==> config.mk <==
export PLATFORM = sky130hd
export DESIGN_NAME = steer_en
export DESIGN_NICKNAME = d
export VERILOG_FILES = /design/src/rtl/segway_pkg.sv /design/src/rtl/ld_avg4.sv /design/src/rtl/steer_en.sv
export SDC_FILE = /design/constraint.sdc
export NUM_CORES = 1
export LEC_CHECK = 0
export BUFFER_PORTS_ARGS = -buffer_cell sky130_fd_sc_hd__buf_2
export CORE_MARGIN = 3
export CORE_UTILIZATION = 35
export DETAILED_ROUTE_END_ITERATION = 7
export PLACE_DENSITY = 0.46
export SETUP_SLACK_MARGIN = 0.2
export SYNTH_ARGS = -nofsm -noshare
export SYNTH_HDL_FRONTEND = slang
export SYNTH_SLANG_ARGS = --single-unit
==> constraint.sdc <==
create_clock -name clk -period 6.8 [get_ports clk]
set_input_delay 1.36 -clock clk [delete_from_list [all_inputs] [get_ports clk]]
set_output_delay 1.36 -clock clk [all_outputs]
set_load 0.01 [all_outputs]
==> src/rtl/segway_pkg.sv <==
// Shared types and constants for the Segway steering-enable datapath.
//   steer_state_t       : rider qualifier FSM states
//   MIN_RIDER_WT_DEF    : default rider-weight threshold on summed average load
//   WT_HYSTERESIS_DEF   : default hysteresis band around the threshold
//   TMR_W_FULL/FAST     : stability timer widths (silicon / fast simulation)
package segway_pkg;

    typedef enum logic [1:0] {
        IDLE  = 2'd0,
        WAIT  = 2'd1,
        STEER = 2'd2
    } steer_state_t;

    localparam logic [11:0] MIN_RIDER_WT_DEF  = 12'h200;
    localparam logic [11:0] WT_HYSTERESIS_DEF = 12'h040;

    localparam int unsigned TMR_W_FULL = 26;
    localparam int unsigned TMR_W_FAST = 15;

    localparam int unsigned LD_W  = 12;
    localparam int unsigned SUM_W = 14;
    localparam int unsigned TOT_W = 13;

endpackage

==> src/rtl/ld_avg4.sv <==
// Four-sample running average of one load cell.
//   clk, rst : clock, synchronous active-high reset
//   ld_vld   : strobe, ld is a new sample this cycle
//   ld       : 12-bit unsigned load sample
//   avg      : 12-bit running average (sum of last 4 samples >> 2), registered
module ld_avg4
    import segway_pkg::*;
(
    input  logic            clk,
    input  logic            rst,
    input  logic            ld_vld,
    input  logic [LD_W-1:0] ld,
    output logic [LD_W-1:0] avg
);

    logic [LD_W-1:0]  hist [4];
    logic [SUM_W-1:0] sum;

    // History shift and running sum; 14 bits hold 4 x 0xFFF exactly, so
    // the modular add/subtract never loses information.
    always_ff @(posedge clk) begin
        if (rst) begin
            for (int i = 0; i < 4; i++) begin
                hist[i] <= '0;
            end
            sum <= '0;
        end else if (ld_vld) begin
            hist[0] <= ld;
            hist[1] <= hist[0];
            hist[2] <= hist[1];
            hist[3] <= hist[2];
            sum     <= sum + SUM_W'(ld) - SUM_W'(hist[3]);
        end
    end

    assign avg = sum[SUM_W-1:2];

endmodule

==> src/rtl/steer_en.sv <==
// Rider-presence and steering-enable qualifier.
//   clk, rst        : 50 MHz clock, synchronous active-high reset
//   ld_vld          : strobe, lft_ld / rght_ld valid this cycle
//   lft_ld, rght_ld : 12-bit unsigned load-cell samples
//   en_steer        : rider stably balanced, steering allowed (registered)
//   rider_off       : no rider detected (registered)
module steer_en
    import segway_pkg::*;
#(
    parameter bit          fast_sim      = 1'b0,
    parameter logic [11:0] MIN_RIDER_WT  = MIN_RIDER_WT_DEF,
    parameter logic [11:0] WT_HYSTERESIS = WT_HYSTERESIS_DEF
) (
    input  logic            clk,
    input  logic            rst,
    input  logic            ld_vld,
    input  logic [LD_W-1:0] lft_ld,
    input  logic [LD_W-1:0] rght_ld,
    output logic            en_steer,
    output logic            rider_off
);

    localparam logic [TOT_W-1:0] THR_HI = TOT_W'(MIN_RIDER_WT) + TOT_W'(WT_HYSTERESIS);
    localparam logic [TOT_W-1:0] THR_LO = TOT_W'(MIN_RIDER_WT) - TOT_W'(WT_HYSTERESIS);

    logic [LD_W-1:0]       avg_l;
    logic [LD_W-1:0]       avg_r;
    logic [TOT_W-1:0]      tot;
    logic [LD_W-1:0]       dif;
    logic                  sum_gt_min;
    logic                  sum_lt_min;
    logic                  diff_gt_1_4;
    logic                  diff_gt_15_16;
    logic [TMR_W_FULL-1:0] tmr;
    logic                  tmr_full;
    logic                  clr_tmr;
    steer_state_t          state;
    steer_state_t          nxt;

    ld_avg4 u_avg_l (
        .clk    (clk),
        .rst    (rst),
        .ld_vld (ld_vld),
        .ld     (lft_ld),
        .avg    (avg_l)
    );

    ld_avg4 u_avg_r (
        .clk    (clk),
        .rst    (rst),
        .ld_vld (ld_vld),
        .ld     (rght_ld),
        .avg    (avg_r)
    );

    // Load comparators on the averaged readings.
    always_comb begin
        tot           = TOT_W'(avg_l) + TOT_W'(avg_r);
        dif           = (avg_l >= avg_r) ? (avg_l - avg_r) : (avg_r - avg_l);
        sum_gt_min    = (tot >= THR_HI);
        sum_lt_min    = (tot < THR_LO);
        diff_gt_1_4   = (TOT_W'(dif) > (tot >> 2));
        diff_gt_15_16 = (TOT_W'(dif) > (tot - (tot >> 4)));
    end

    // Free-running stability timer; wraps silently, only WAIT looks at it.
    always_ff @(posedge clk) begin
        if (rst || clr_tmr) begin
            tmr <= '0;
        end else begin
            tmr <= tmr + TMR_W_FULL'(1);
        end
    end

    assign tmr_full = fast_sim ? (&tmr[TMR_W_FAST-1:0]) : (&tmr);

    // State register and outputs decoded from the next state.
    always_ff @(posedge clk) begin
        if (rst) begin
            state     <= IDLE;
            en_steer  <= 1'b0;
            rider_off <= 1'b1;
        end else begin
            state     <= nxt;
            en_steer  <= (nxt == STEER);
            rider_off <= (nxt == IDLE);
        end
    end

    // Next-state logic; a dismount outranks every other condition.
    always_comb begin
        nxt     = state;
        clr_tmr = 1'b0;
        case (state)
            IDLE: begin
                if (sum_gt_min) begin
                    nxt     = WAIT;
                    clr_tmr = 1'b1;
                end
            end
            WAIT: begin
                if (sum_lt_min) begin
                    nxt = IDLE;
                end else if (diff_gt_1_4) begin
                    clr_tmr = 1'b1;
                end else if (tmr_full) begin
                    nxt = STEER;
                end
            end
            STEER: begin
                if (sum_lt_min) begin
                    nxt = IDLE;
                end else if (diff_gt_15_16) begin
                    nxt     = WAIT;
                    clr_tmr = 1'b1;
                end
            end
            default: begin
                nxt = IDLE;
            end
        endcase
    end

endmodule

==> results by stage <==
Outcome:
- The run finished with clean final reports.

Synthesis:
- The portion of the post-synthesis area used by sequential elements is 37.81%.
- Summing the areas of all fa, ha and maj instances in the mapped netlist gives 16.68% of the synthesized area.
- Synthesis inferred around 150 register bits.
- The most common flop cell mapped by yosys is sky130_fd_sc_hd__edfxtp_1.
- The fraction of synthesis flops using an asynchronous set or reset pin is 0%.
- The XOR/XNOR share of the synthesized area is about 6.2%.
- The number of cells produced by synthesis is 1103.
- Counting flops with a built-in enable in the synthesized netlist gives 96.
- By area, the combinational part of the netlist is dominated by simple AND/OR/NAND/NOR gates.
- The average footprint of a synthesized cell is 9.698 um^2.
- Yosys printed 0 warnings.
- The synthesized netlist contains 76 unique library cells.
- Of the total synthesized cell area, the portion taken by AND, OR, NAND and NOR gates is 18.27%.
- The area of the mapped netlist is 0.01070 mm^2.
- Measured against the total synthesized area, the mux share comes to 2.187%.
- The total nets after synthesis is 1255.
- The compound-gate portion of the synthesized area is 12.11%.

GRT:
- The first global-routing pass estimated around 40000 um of wire.
- The all-layer global routing usage is 14.77%.
- Entering global routing, the biggest net connects 101 pins.
- The number of global-route vias before repair is roughly 7500.
- The global route total overflow is 0.
- The number of antenna violations at the first check in global routing is 0.

Detailed routing:
- The average wire length per cell after detail routing is 15.31 um.
- Before antenna repair, the detailed router went through 5 iterations.
- Once detail routing completed, the nets flagged for antenna violations numbered 0.
- The first routing iteration left around 340 violations.
- In the routed layout, each cell is associated on average with a via count of 4.797.
- For this run, design rule violations remaining after detail routing come to 0.
- The final wirelength is between 20000 and 25000 um.
- The routed layout has roughly 7300 vias.

CTS:
- The maximum count of clock buffers along a single path is 2.
- The clock-pin slew of the registers on the worst-case setup and hold paths is 0.06 ns.
- At the later pin of the worst-skew pair, clock insertion delay measures 0.44 ns.
- The clock tree from TritonCTS is built.
- For this design, the CTS-stage hold fixing added 0 buffers.
- The root buffer cell is sky130_fd_sc_hd__clkbuf_16.
- The H-tree was split into 4 levels.
- The number of clock sinks seen by CTS is 154.
- The TritonCTS buffer count is 17.

Timing:
- Adding up every negative setup slack in the final design gives 0 ns.
- The count of final hold-check violations is 0.
- Timing would allow up to 0.1698 GHz.
- For the pin with the worst max-slew slack, the measured transition is approximately 0.89 ns.
- The relative slew slack is 40.51%.
- The final max-slew violation count is 0.
- Setup repair after global routing left no endpoint under its margin.
- Setup violations remaining at the end of the flow were counted as 0.
- The time the worst path needs with I/O delays and setup is 5.889 ns.
- The clock arrives with 0.01990 ns of skew.
- The share of the clock period used by the worst path is 86.61%.

Place:
- The wire-length estimate of the detail-placed layout is 17250 um.
- The count of port buffers added during placement is 28.
- At the end of routability-driven placement, the weighted congestion stood at about 0.83.

Die:
- The die covers between 0.03 and 0.04 mm^2.
- Measured along the y axis, the die boundary spans 180.8 um.
- The effective utilization at floorplan is 35.80%.
- The row count is 63.
- The standard cell core area is 0.02987 mm^2.
- During I/O placement, the number of pins put on the boundary was 29.
- In this run the horizontal extent of the chip is 180.8 um.

Layout:
- From synthesis to final layout, the design area changed by 10.57%.
- Counting the fill cells in the layout gives between 2000 and 3000.
- Cells with a size suffix above 1 make up 10.27% of the layout.
- At the end of the flow, the number of nets in the layout was 1278.
- The number of antenna diodes in the final layout is 0.

Worst setup path:
- STA puts the critical path data arrival time at 6.19 ns.
- For the worst setup path, the data required time is between 7 and 8 ns.
- The kind of launch point of the worst setup path is a register.
- The worst setup path is of the reg2reg kind.
- The maximum net fanout on the critical path is 5.
- The capturing element type of the critical path is a register.

Min path:
- The type of the most critical hold path is reg2reg.

Job:
- Across the run, the number of max-cap violations was 0.
-- cells in the final DEF, fill, tap and decap left out, drive strengths merged, types with 12 or more instances in the layout --
cell type,Yosys,layout
inv,139,147
and2,102,102
ha,97,97
edfxtp,96,96
nor2,84,84
nand2,82,82
dfxtp,58,58
xnor2,48,48
o21ai,44,44
a21oi,44,44
buf,12,36
fa,28,28
xor2,22,22
mux2i,20,20
a21o,20,20
and3,19,19
nand3,18,18
clkbuf,20,18
nor2b,17,17
nor3,13,13
a211oi,12,12
-- what timing repair did --
action / 4_1_cts / 5_1_grt
resized for setup: 0 / 1
endpoints found under the setup margin: 0 / 1
buffers inserted: 0 / 0
-- critical path: stages, from the launching register on --
cell,delay (ns)
sky130_fd_sc_hd__dfxtp_1,0.43
sky130_fd_sc_hd__inv_1,0.18
sky130_fd_sc_hd__ha_1,0.37
sky130_fd_sc_hd__nor2b_1,0.17
sky130_fd_sc_hd__o211ai_1,0.18
sky130_fd_sc_hd__a2111oi_0,0.50
sky130_fd_sc_hd__o21ai_0,0.26
sky130_fd_sc_hd__nand2_1,0.20
sky130_fd_sc_hd__inv_1,0.11
sky130_fd_sc_hd__ha_1,0.34
sky130_fd_sc_hd__a21oi_1,0.17
sky130_fd_sc_hd__o21ai_1,0.14
sky130_fd_sc_hd__a31o_2,0.31
sky130_fd_sc_hd__a211oi_1,0.31
sky130_fd_sc_hd__xnor2_1,0.11
sky130_fd_sc_hd__ha_1,0.31
sky130_fd_sc_hd__nand3_1,0.09
sky130_fd_sc_hd__inv_1,0.06
sky130_fd_sc_hd__nand3_1,0.09
sky130_fd_sc_hd__nor4_1,0.24
sky130_fd_sc_hd__a21oi_1,0.15
sky130_fd_sc_hd__or4_1,0.47
sky130_fd_sc_hd__a21oi_1,0.14
sky130_fd_sc_hd__o31ai_1,0.11
sky130_fd_sc_hd__nor4_1,0.25
sky130_fd_sc_hd__a21oi_1,0.08
-- layout make-up --
class	instances	area (um^2)	share of cell area, %
clock buffer	18	429.2	3.628
clock inverter	14	201.4	1.703
inverter	139	524.3	4.432
multi-input combinational	778	5941	50.23
sequential	154	4044	34.19
tap	390	488.0	4.126
timing repair buffer	36	200.2	1.693
-- sequential cells by signal, summed over array words and instances (netlist names) --
name          cells
u_avg_l.sum      14
rider_off         1
state             2
tmr              26
u_avg_r.sum      14
u_avg_l.hist     48
en_steer          1
u_avg_r.hist     48
-- Yosys cell counts (4+ instances only) --
master | instances | area (um^2)
sky130_fd_sc_hd__a211oi_1 | 9 | 67.56
sky130_fd_sc_hd__a21boi_0 | 7 | 52.55
sky130_fd_sc_hd__a21o_1 | 19 | 142.6
sky130_fd_sc_hd__a21oi_1 | 42 | 210.2
sky130_fd_sc_hd__a22o_1 | 5 | 43.79
sky130_fd_sc_hd__a31oi_1 | 5 | 31.28
sky130_fd_sc_hd__and2_1 | 101 | 631.9
sky130_fd_sc_hd__and3_1 | 18 | 112.6
sky130_fd_sc_hd__buf_6 | 6 | 67.56
sky130_fd_sc_hd__clkbuf_1 | 17 | 63.81
sky130_fd_sc_hd__dfxtp_1 | 58 | 1161
sky130_fd_sc_hd__edfxtp_1 | 96 | 2883
sky130_fd_sc_hd__fa_1 | 28 | 560.5
sky130_fd_sc_hd__ha_1 | 97 | 1214
sky130_fd_sc_hd__inv_1 | 139 | 521.8
sky130_fd_sc_hd__mux2i_1 | 20 | 200.2
sky130_fd_sc_hd__nand2_1 | 82 | 307.8
sky130_fd_sc_hd__nand2b_1 | 7 | 43.79
sky130_fd_sc_hd__nand3_1 | 18 | 90.09
sky130_fd_sc_hd__nand4_1 | 6 | 37.54
sky130_fd_sc_hd__nor2_1 | 64 | 240.2
sky130_fd_sc_hd__nor2_2 | 20 | 125.1
sky130_fd_sc_hd__nor2b_1 | 17 | 106.4
sky130_fd_sc_hd__nor3_1 | 13 | 65.06
sky130_fd_sc_hd__nor4_1 | 4 | 25.02
sky130_fd_sc_hd__o211ai_1 | 5 | 37.54
sky130_fd_sc_hd__o21a_1 | 6 | 45.04
sky130_fd_sc_hd__o21ai_0 | 42 | 210.2
sky130_fd_sc_hd__o21bai_1 | 5 | 37.54
sky130_fd_sc_hd__or2_2 | 4 | 25.02
sky130_fd_sc_hd__or3_1 | 4 | 25.02
sky130_fd_sc_hd__xnor2_1 | 48 | 420.4
sky130_fd_sc_hd__xor2_1 | 22 | 192.7
-- cells by family (layout without fill, tap and decap cells) --
| family | Yosys count | count (layout) |
|---|---|---|
| simple gates | 371 | 371 |
| compound gates | 186 | 186 |
| buf+inv | 171 | 207 |
| flops | 154 | 154 |
| fa+ha+maj | 126 | 126 |
| xor+xnor | 72 | 72 |
| mux | 23 | 23 |
-- final timing paths --
| kind | slack (ns) | cells past startpoint | endpoint | startpoint |
|---|---|---|---|---|
| worst max-delay path | 0.91 | 25 | rider_off | u_avg_l.sum[3] |
| worst min-delay path | 0.48 | 1 | tmr[0] | tmr[0] |
| worst max register to register | 0.91 | 25 | rider_off | u_avg_l.sum[3] |
| worst min register to register | 0.48 | 1 | tmr[0] | tmr[0] |
-- through the flow --
step / instances / worst slack, ns / hold slack (ns) / cell area [um^2] / util (%)
after floorplan: 1103 / 1.554 / 0.4416 / 10700 / -
after global placement: 1497 / 0.9769 / 0.4711 / 11190 / 37.45
after detailed placement: 1497 / 0.8868 / 0.4747 / 11190 / 37.45
after CTS: 1529 / 0.8433 / 0.4855 / 11820 / 39.57
after global routing: 1529 / 0.2436 / 0.5058 / 11830 / 39.59
final: 1529 / 0.9106 / 0.4821 / 11830 / 39.59
-- metal layers --
layer / GRT usage, % / wire length, um / vias up
met5: 0 / 0 / -
met4: 4.237 / 457 / 0
met3: 2.637 / 499 / 28
met2: 23.46 / 10570 / 85
met1: 20.70 / 11890 / 3429
li1: - / - / 3792
Power is not shown: default switching activity piles up to over one toggle a cycle in this logic, so the estimate is an artifact.
